`config.mk`:
```
export PLATFORM = sky130hd
export DESIGN_NAME = fp_add_arbiter
export DESIGN_NICKNAME = d
export VERILOG_FILES = /design/src/rtl/fp_add_arbiter.sv
export SDC_FILE = /design/constraint.sdc
export NUM_CORES = 1
export LEC_CHECK = 0
export CORE_AREA = 2 2 156 158
export DETAILED_ROUTE_END_ITERATION = 8
export DIE_AREA = 0 0 158 160
export PLACE_DENSITY = 0.6
export SLEW_MARGIN = 30
export SYNTH_ARGS = -nofsm -noshare
export SYNTH_HDL_FRONTEND = slang
export SYNTH_SLANG_ARGS = --single-unit
```
`constraint.sdc`:
```
create_clock -name clk -period 3.3 [get_ports clk]
set_input_delay 0.495 -clock clk [delete_from_list [all_inputs] [get_ports clk]]
set_output_delay 0.495 -clock clk [all_outputs]
set_load 0.01 [all_outputs]
```
`src/rtl/fp_add_arbiter.sv`:
```
// Round-robin arbiter sharing one pipelined FP adder among NUM_REQ requesters.
// A tag pipe travels alongside the adder so each result returns to its owner.
module fp_add_arbiter #(
    parameter int DATA_WIDTH  = 32,
    parameter int NUM_REQ     = 4,
    parameter int ADD_LATENCY = 3,
    parameter int ID_WIDTH    = 2
) (
    input  logic                              clk,
    input  logic                              rst_n,
    input  logic                              en,
    input  logic                              flush,
    input  logic [NUM_REQ-1:0]                req_valid,
    input  logic [NUM_REQ*DATA_WIDTH-1:0]     req_ax,
    input  logic [NUM_REQ*DATA_WIDTH-1:0]     req_ay,
    output logic [NUM_REQ-1:0]                req_ready,
    output logic [NUM_REQ-1:0]                rsp_valid,
    output logic [DATA_WIDTH-1:0]             rsp_result,
    output logic                              add_ena,
    output logic                              add_clr,
    output logic [DATA_WIDTH-1:0]             add_ax,
    output logic [DATA_WIDTH-1:0]             add_ay,
    input  logic [DATA_WIDTH-1:0]             add_result,
    output logic [$clog2(ADD_LATENCY+2)-1:0]  inflight,
    output logic                              idle
);

    localparam int CNT_W = $clog2(ADD_LATENCY+2);

    logic [ID_WIDTH-1:0]   rr_ptr;
    logic [ID_WIDTH-1:0]   grant_id;
    logic [ID_WIDTH-1:0]   ptr_next;
    logic                  grant_any;
    logic [DATA_WIDTH-1:0] sel_ax;
    logic [DATA_WIDTH-1:0] sel_ay;
    logic [NUM_REQ-1:0]    rsp_onehot;
    logic                  tag_v  [ADD_LATENCY+1];
    logic [ID_WIDTH-1:0]   tag_id [ADD_LATENCY+1];

    // Two passes: first search from the pointer upward, then wrap to index 0.
    always_comb begin
        req_ready = '0;
        grant_id  = '0;
        grant_any = 1'b0;
        if (rst_n && en && !flush) begin
            for (int i = 0; i < NUM_REQ; i++) begin
                if (!grant_any && req_valid[i] && (i >= int'(rr_ptr))) begin
                    grant_any    = 1'b1;
                    req_ready[i] = 1'b1;
                    grant_id     = ID_WIDTH'(i);
                end
            end
            for (int i = 0; i < NUM_REQ; i++) begin
                if (!grant_any && req_valid[i]) begin
                    grant_any    = 1'b1;
                    req_ready[i] = 1'b1;
                    grant_id     = ID_WIDTH'(i);
                end
            end
        end
    end

    always_comb begin
        sel_ax     = '0;
        sel_ay     = '0;
        rsp_onehot = '0;
        for (int i = 0; i < NUM_REQ; i++) begin
            if (grant_id == ID_WIDTH'(i)) begin
                sel_ax = req_ax[i*DATA_WIDTH +: DATA_WIDTH];
                sel_ay = req_ay[i*DATA_WIDTH +: DATA_WIDTH];
            end
            if (tag_id[ADD_LATENCY] == ID_WIDTH'(i)) begin
                rsp_onehot[i] = 1'b1;
            end
        end
        if (grant_id == ID_WIDTH'(NUM_REQ-1)) begin
            ptr_next = '0;
        end else begin
            ptr_next = grant_id + ID_WIDTH'(1);
        end
    end

    assign add_ena = en && rst_n;
    assign idle    = (inflight == '0) && (req_valid == '0);

    // The adder clear is delayed one cycle so it lands on the edge after flush.
    always_ff @(posedge clk or negedge rst_n) begin
        if (!rst_n) begin
            add_clr <= 1'b1;
        end else begin
            add_clr <= flush;
        end
    end

    // Flush wins over the enable; a stalled block keeps every register as is.
    always_ff @(posedge clk or negedge rst_n) begin
        if (!rst_n) begin
            rr_ptr     <= '0;
            add_ax     <= '0;
            add_ay     <= '0;
            rsp_valid  <= '0;
            rsp_result <= '0;
            inflight   <= '0;
            for (int i = 0; i <= ADD_LATENCY; i++) begin
                tag_v[i]  <= 1'b0;
                tag_id[i] <= '0;
            end
        end else if (flush) begin
            rsp_valid <= '0;
            inflight  <= '0;
            for (int i = 0; i <= ADD_LATENCY; i++) begin
                tag_v[i] <= 1'b0;
            end
        end else if (en) begin
            if (grant_any) begin
                rr_ptr <= ptr_next;
                add_ax <= sel_ax;
                add_ay <= sel_ay;
            end
            tag_v[0]  <= grant_any;
            tag_id[0] <= grant_id;
            for (int i = 1; i <= ADD_LATENCY; i++) begin
                tag_v[i]  <= tag_v[i-1];
                tag_id[i] <= tag_id[i-1];
            end
            rsp_valid <= tag_v[ADD_LATENCY] ? rsp_onehot : '0;
            if (tag_v[ADD_LATENCY]) begin
                rsp_result <= add_result;
            end
            if (grant_any && !tag_v[ADD_LATENCY]) begin
                inflight <= inflight + CNT_W'(1);
            end else if (!grant_any && tag_v[ADD_LATENCY]) begin
                inflight <= inflight - CNT_W'(1);
            end
        end
    end

endmodule
```
=== After elaboration in Yosys (flattened, before gate mapping) ===
Index checks and enable logic that the tools add are counted.

* Bits in registers: 118
* Output and inout bits: 110
* Word-level logic and storage cells: 117

* $add $sub $neg: 3
* Order comparisons: 3
* Eq/ne operators: 6
* Mux-type cells: 54
* Bitwise gates (word level): 1
* Reductions and logical operators: 35

{| class="wikitable"
|+ Operators with widths
! operator !! number
|-
| $mux 32 || 8
|-
| $mux 1 || 28
|-
| $mux 4 || 6
|-
| $mux 2 || 8
|-
| $logic_and 1x1->1 || 15
|-
| $mux 3 || 4
|-
| $logic_not 1->1 || 10
|-
| $eq 2x2->1 const B || 4
|-
| $reduce_and 3->1 || 2
|-
| $eq 2x1->1 const B || 2
|-
| $ge 1x2->1 const A || 2
|-
| $logic_not 2->1 || 2
|-
| $logic_not 4->1 || 1
|-
| $reduce_and 2->1 || 2
|-
| $add 3x1->3 const B || 1
|-
| $logic_not 3->1 || 1
|-
| $reduce_bool 3->1 || 1
|-
| $sub 3x1->3 const B || 1
|-
| $add 2x1->2 const B || 1
|-
| $ge 2x2->1 const A || 1
|-
| $reduce_bool 2->1 || 1
|-
| $not 1->1 || 1
|}

=== Depth between registers and ports, before layout ===
Gate-level depths: netlist of the first run.

* Depth in word-level cells: 40
* Depth in mapped cells: 13

=== Worst setup path before layout of the first run ===
OpenSTA, ideal clock, no wires.

* Path type: input port to flip-flop
* Start: in req_valid[0]
* End: reg add_ax[0]
* Setup time: 0.077 ns
* Data arrival time: 2.884 ns
* Data required time: 3.223 ns
* Slack: 0.339 ns
* Stages: 13
* Buffers on the path: 4
* Path through: clkbuf_2 or4_4 nand2_2 buf_4 nor3_1 inv_1 ha_1 nor2b_1 clkbuf_1 clkbuf_1 a221oi_1 a211o_1 a21oi_1

* Longest elaborated chain between the ends: 38

{| class="wikitable"
|+ Ends and longest elaborated chain
! what !! RTL line !! text
|-
| start: declaration || 13 || <nowiki>input logic [NUM_REQ-1:0] req_valid,</nowiki>
|-
| $logic_and 1x1->1 || 47 || <nowiki>if (!grant_any && req_valid[i] && (i >= int'(rr_ptr))) begin</nowiki>
|-
| $mux 1 || 47 ||
|-
| $mux 1 || 45 || <nowiki>if (rst_n && en && !flush) begin</nowiki>
|-
| $logic_not 1->1 || 47 ||
|-
| $logic_and 1x1->1 (2 in a row) || 47 ||
|-
| $mux 1 || 47 ||
|-
| $mux 1 || 45 ||
|-
| $logic_not 1->1 || 47 ||
|-
| [20 not listed] || - ||
|-
| $logic_not 1->1 || 54 || <nowiki>if (!grant_any && req_valid[i]) begin</nowiki>
|-
| $logic_and 1x1->1 || 54 ||
|-
| $mux 2 * || 54 ||
|-
| $mux 2 * || 45 ||
|-
| net grant_id[0] || 31 || <nowiki>logic [ID_WIDTH-1:0] grant_id;</nowiki>
|-
| $logic_not 2->1 || 68 || <nowiki>if (grant_id == ID_WIDTH'(i)) begin</nowiki>
|-
| $mux 32 (3 in a row) || 68 ||
|-
| $mux 32 * || 68 ||
|-
| end signal: assignment || 117 || <nowiki>add_ax <= sel_ax;</nowiki>
|-
| end: declaration || 21 || <nowiki>output logic [DATA_WIDTH-1:0] add_ax,</nowiki>
|}

The timed path passes the listed nets; every way through them passes the cells marked *. The select of a mux whose other input is x is not followed.
A chain may end at the register's enable or synchronous reset.

=== Worst setup path after layout of the first run ===
* Start: in en
* End: out req_ready[1]

* Longest elaborated chain between the ends: 3

{| class="wikitable"
|+ Ends and longest elaborated chain
! what !! RTL line !! text
|-
| start: declaration || 11 || <nowiki>input logic en,</nowiki>
|-
| $logic_and 1x1->1 (2 in a row) || 45 ||
|-
| $mux 4 || 45 ||
|-
| end: declaration || 16 || <nowiki>output logic [NUM_REQ-1:0] req_ready,</nowiki>
|}

Every way passes these cells.

==> run summary, run 1 <==
Final antenna-violating net count: 0
Final setup slack of the worst path: 0.503 ns
Grt ovf: 0
CP Class: in2out
Syn avg cell area: 9.37 µm²
Most Frequent Cell on Critical Path: clkdlybuf4s50_1
Crit path cell chain: clkdlybuf4s50_1 -> and3b_1 -> nand2_1 -> a211oi_1 -> clkdlybuf4s50_1
Delay-heaviest family, CP: buffers and inverters
Tightest Pin Transition: 0.798 ns
Commonest cells after routing, fill and taps aside: clkdlybuf4s50_1 (404), a21oi_1 (137), dfrtp_1 (117), inv_1 (71)
Post-CTS Resized: 0
WL/cell: 19.4 µm
Htree depth: 4
Max stage delay cell, worst path: clkdlybuf4s50_1
GP Congestion: 0.869
CP bufs+invs: 2
Sequential cell area fraction in the yosys report: 0.450
Final Hold Fails: 0
Setup Buffers After CTS: 0
FMAX: 0.358 GHz
Number of flops mapped to enable cells by yosys: 0
First-pass GRT wire length: 40200 µm
Initial antenna violation count: 2
Critical path arrival: 2.30 ns
Setup TNS: 0 ns
Die width: 158 µm
Area Growth Syn to Fin: 78.0%
HPWL Detailed: 19500 µm
YS warnings: 0
Core area: 23800 µm²
Cell taking the most area after synthesis: dfrtp_1
Vias/cell: 4.88
Vias in the first global route: 6963
Layout cells sized above 1: 0.107
Cell area power density: 457 nW/µm²
DR iter-0 viols: 446
Clk_skew: 0.0120 ns
CTS tree: built
Quantity of I/O buffers inserted on ports: 405
Num rows: 57
Synth Cell Area: 6570 µm²
Post-synth top area share: 0.446
Fillcell total: 2299
Critical path's largest stage delay: 0.63 ns
DRC: 0
Number of register bits inferred by synthesis: 118
Die area: 25300 µm²
Clock root buffer master: clkbuf_16
VDD IR max: 0.288 mV
Leakage: 5.15 nW
Clock Latency Late Sink: 0.41 ns
Crit path capture type: primary output
Tot GR Track Use: 0.209
Critical path required time: 2.80 ns
Die H: 160 µm
Slew margin rel.: 0.468
Clk pin slew, worst setup/hold paths: 0.07 ns
Min Tclk post-route: 2.80 ns
Vias: 6916
Mapped Cells: 701
Max Buffers Root-to-Sink: 2
Largest net degree at the start of global routing: 68
Unrepaired setup endpoints after global routing: no
Largest cells by area after synthesis: dfrtp_1 (45%), a21oi_1 (10%), a211o_1 (8.4%)
Top_reg_cell synth: dfrtp_1
Cell variety after synth: 48
Dpl ws: 0.0195 ns
Final setup vio count: 0
Worst Path Max Fanout: 6
Outcome: completed
CTS Hold Bufs: 0
Initial core utilization: 0.276
Final WL: 27400 µm
Max Cap Violations: 0
Synth Net Count: 1002
CP startpoint kind: input port
Nets: 1379
Commonest non-fill, non-tap cell in the layout: clkdlybuf4s50_1
Period utilization: 0.847
Hold Crit Class: in2async
Final max-slew violation count: 0
Fraction of registers with async set/reset: 1.00
CTS buffer count: 17
R2R Setup Slk: 0.69 ns
Clock Sinks: 118
IO Pins: 406
DRT Pass-1 Iters: 4
[cell usage after synthesis, drive strengths merged (2+ instances only)]
| library cell | count |
|---|---|
| a21oi | 138 |
| dfrtp | 117 |
| nor2 | 74 |
| inv | 71 |
| a211o | 63 |
| a221oi | 63 |
| clkbuf | 52 |
| mux2 | 39 |
| buf | 18 |
| nand2 | 13 |
| o21ai | 6 |
| mux2i | 5 |
| ha | 4 |
| a21o | 3 |
| and3 | 3 |
| nor2b | 3 |
| a22oi | 2 |
| and2 | 2 |
| nand2b | 2 |
| nand4b | 2 |
| nor3 | 2 |
[path summary, 6_finish.rpt]
path,start,endpoint,cells past startpoint
min,rst_n,tag_v[1],2
min in group clk,tag_id[6],tag_id[6],1
max in group asynchronous,rst_n,add_ax[11],4
max reg2reg,rr_ptr[1],add_ax[27],10
min reg2reg,tag_id[6],tag_id[6],1
max,en,req_ready[1],5
[area by class of cell]
type | instances | area (µm²) | share of cell area
Timing Repair Buffer | 428 | 4350 | 0.372
Multi-Input combinational cell | 442 | 3050 | 0.261
Sequential cell | 118 | 2950 | 0.253
Clock buffer | 18 | 429 | 0.0367
Tap cell | 324 | 405 | 0.0347
Inverter | 71 | 267 | 0.0228
Clock inverter | 14 | 226 | 0.0194
Antenna cell | 2 | 5.00 | 0.000428
[worst register-to-register path, cell delays in order, from the launching register on]
cell and delay, ns:
dfrtp_1 0.52, mux2i_1 0.22, o2bb2ai_1 0.09, nor3_1 0.32
inv_1 0.15, ha_1 0.24, nor2b_4 0.15, buf_12 0.15
a221oi_1 0.43, a211o_1 0.17, a21oi_1 0.05
[metrics by stage]
step                total power (W)  cell area (µm²)  utilization  instances  hold WS (ns)
finish                      0.00535            11700        0.491       1417         0.244
global placement            0.00325            11000        0.461       1381         0.464
floorplan                   0.00233             6570            -        701         0.199
CTS                         0.00541            11600        0.488       1413         0.273
global route                0.00562            11700        0.491       1417         0.295
detailed placement          0.00326            11000        0.461       1381         0.468
[logic make-up after synthesis]
kind of cell    Yosys count  share of synthesized area
compound gates          282                      0.293
xor+xnor                  2                    0.00267
fa+ha+maj                 5                     0.0107
buf+inv                 141                     0.0905
flops                   118                      0.450
mux                      44                     0.0745
simple gates            109                     0.0791
[sequential cells by signal (all words and copies together) (netlist names)]
signal / flops
tag_v: 4
inflight: 3
add_ax: 32
rsp_result: 32
tag_id: 8
rr_ptr: 2
rsp_valid: 4
add_ay: 32
add_clr: 1
[power breakdown]
part | total, W | internal (W) | switching [W] | leakage (nW)
Sequential | 0.00178 | 0.00165 | 0.000130 | 1.45
Clock | 0.00211 | 0.00135 | 0.000763 | 0.311
Combinational | 0.00145 | 0.000886 | 0.000564 | 3.40
Total | 0.00535 | 0.00389 | 0.00146 | 5.15
[per-layer routing]
layer  up-vias  track usage  part of all wire
met4         0       0.0811             0.024
met1      3294        0.257              0.40
met2       298        0.336              0.48
li1       3290            -                 -
met5         -            0                 0
met3        34       0.0725             0.095
Note: power is estimated with default switching activity, not from simulation.
==> run 2, diff against run 1 <==
==> constraint.sdc (replaced) <==
create_clock -name clk -period 2.72 [get_ports clk]
set_input_delay 0.408 -clock clk [delete_from_list [all_inputs] [get_ports clk]]
set_output_delay 0.408 -clock clk [all_outputs]
set_load 0.01 [all_outputs]
==> run 2 against run 1 <==
Net effect: clock skew up 0.0021 ns; first-iteration DRC count down 8.1%; via count up 2.0%; utilization up 1.2 points; clock power up 21%; global-route usage up 0.23 points; setup slack worse by 0.37 ns; die area unchanged; combinational power up 25%; register-to-register slack worse by 0.47 ns; total power up 22%; final cell count up 2.2%.
==> run summary, run 2 (same netlist as run 1, synthesis figures left out) <==
Clock root buffer master: clkbuf_16
Final setup vio count: 0 (unchanged)
Fillcell total: 2267 (-1.4%)
Vias in the first global route: 7238 (+3.9%)
CTS tree: built
Final instance area: 12000 µm² (+2.4%)
Dpl ws: -0.305 ns (-0.324 ns)
Final max-slew violation count: 0 (unchanged)
Final setup slack of the worst path: 0.131 ns (-0.372 ns)
Biggest regs: add_ax: 32 flops, add_ay: 32 flops, rsp_result: 32 flops
Final Hold Fails: 0 (unchanged)
Tot GR Track Use: 0.211 (+0.00230)
First-pass GRT wire length: 41000 µm (+2.0%)
Non-filler cells, final: 1448 (+2.2%)
Min Tclk post-route: 2.59 ns
Placement Cell Area: 11300 µm² (+2.6%)
CTS buffer count: 17 (unchanged)
HPWL Detailed: 19900 µm (+1.9%)
WL/cell: 18.9 µm (-2.3%)
Setup TNS: 0 ns (unchanged)
Die area: 25300 µm² (unchanged)
IO Pins: 406 (unchanged)
Commonest cells after routing, fill and taps aside: clkdlybuf4s50_1 (402), a21oi_1 (137), dfrtp_1 (117), inv_1 (71)
Slew margin rel.: 0.552 (+0.0838)
Outcome: completed
Critical path arrival: 2.18 ns (-0.12 ns)
Area Growth Syn to Fin: 82.4%
DRT Pass-1 Iters: 5 (+1)
Clock Latency Late Sink: 0.42 ns (about the same)
Leakage: 5.36 nW (+3.9%)
Total power: 0.00652 W (+22%)
Crit path capture type: primary output
Core area: 23800 µm² (unchanged)
Max Cap Violations: 0 (unchanged)
Clk pin slew, worst setup/hold paths: 0.06 ns (about the same)
Commonest non-fill, non-tap cell in the layout: clkdlybuf4s50_1
Nets: 1409 (+2.2%)
Clock Sinks: 118 (unchanged)
Layout cells sized above 1: 0.135 (+0.0275)
FMAX: 0.386 GHz
Max Buffers Root-to-Sink: 2 (unchanged)
Cell area power density: 544 nW/µm² (+19%)
DR iter-0 viols: 410 (-8.1%)
Period utilization: 0.952
Tightest Pin Transition: 0.673 ns (-0.126 ns)
Initial core utilization: 0.276 (unchanged)
VDD IR max: 0.346 mV (+20%)
Quantity of I/O buffers inserted on ports: 405 (unchanged)
Final WL: 27400 µm (-0.15%)
CTS Hold Bufs: 0 (unchanged)
Num rows: 57 (unchanged)
Final antenna-violating net count: 0 (unchanged)
Initial antenna violation count: 3 (+1)
Vias/cell: 4.87 (-0.15%)
GP Congestion: 0.848 (-2.4%)
Worst Path Max Fanout: 4 (-2)
Htree depth: 4 (unchanged)
DRC: 0 (unchanged)
CP Class: in2out
Hold Crit Class: in2async
Die H: 160 µm (unchanged)
Die width: 158 µm (unchanged)
Post-Place Cells: 1410 (+2.1%)
Clk_skew: 0.0141 ns (+0.00212 ns)
Largest net degree at the start of global routing: 121 (+78%)
Grt ovf: 0 (unchanged)
Vias: 7057 (+2.0%)
Critical path required time: 2.31 ns (-0.49 ns)
CP startpoint kind: input port
[run 2: cell count changes in the layout (fill, tap and decap cells not counted), moves of 2 or more]
cell	delta
buf_12	+5
buf_16	-2
buf_4	+25
clkdlybuf4s50_1	-2
clkinvlp_4	-2
[run 2: layer usage]
| layer | vias to the layer above | wire length, µm | global-route usage |
|---|---|---|---|
| met3 | 28 | 2410 | 0.0700 |
| li1 | 3358 | - | - |
| met2 | 294 | 13400 | 0.359 |
| met5 | - | 16 | 0 |
| met4 | 2 | 447 | 0.0622 |
| met1 | 3375 | 11200 | 0.253 |
[run 2: worst max-delay path: stages]
cell             delay [ns]
clkdlybuf4s50_1        0.44
buf_4                  0.16
buf_4                  0.14
o21a_1                 0.17
o21ai_0                0.12
and3_1                 0.18
clkdlybuf4s50_1        0.56
[run 2: stage by stage]
stage          hold WS, ns   util
2_1_floorplan        0.112      -
3_3_place_gp         0.460  0.473
3_5_place_dp         0.476  0.473
4_1_cts              0.119  0.500
5_1_grt              0.141  0.503
6_report            0.0896  0.503
[run 2: what timing repair did]
item                                    CTS  global route
endpoints found under the setup margin    1             5
cloned                                    0             1
setup buffers                             0             2
gates resized for setup                   1             4
pin swaps                                 0             0
[run 2: worst paths after layout]
path	from	to	slack, ns	cells past startpoint
worst max-delay path	req_valid[1]	req_ready[0]	0.13	7
worst min-delay path	rst_n	inflight[2]	0.09	2
worst max register to register	rr_ptr[1]	add_ax[5]	0.22	11
worst min register to register	tag_id[7]	tag_id[7]	0.48	1
max in group asynchronous	rst_n	add_ay[0]	2.13	2
min in group clk	tag_id[7]	tag_id[7]	0.48	1
[run 2: power breakdown]
| group | total (W) | internal [W] | switching [W] |
|---|---|---|---|
| combinational | 0.00181 | 0.00111 | 0.000694 |
| sequential | 0.00216 | 0.00201 | 0.000157 |
| clock | 0.00255 | 0.00164 | 0.000912 |
| total | 0.00652 | 0.00476 | 0.00176 |
[run 2: layout make-up]
| type | instances | area (µm²) | share of cell area |
|---|---|---|---|
| Timing Repair Buffer | 458 | 4620 | 0.386 |
| Multi-Input combinational cell | 442 | 3070 | 0.256 |
| Sequential cell | 118 | 2950 | 0.247 |
| Clock buffer | 18 | 429 | 0.0358 |
| Tap cell | 324 | 405 | 0.0338 |
| Inverter | 71 | 267 | 0.0223 |
| Clock inverter | 14 | 225 | 0.0188 |
| Antenna cell | 3 | 7.51 | 0.000627 |
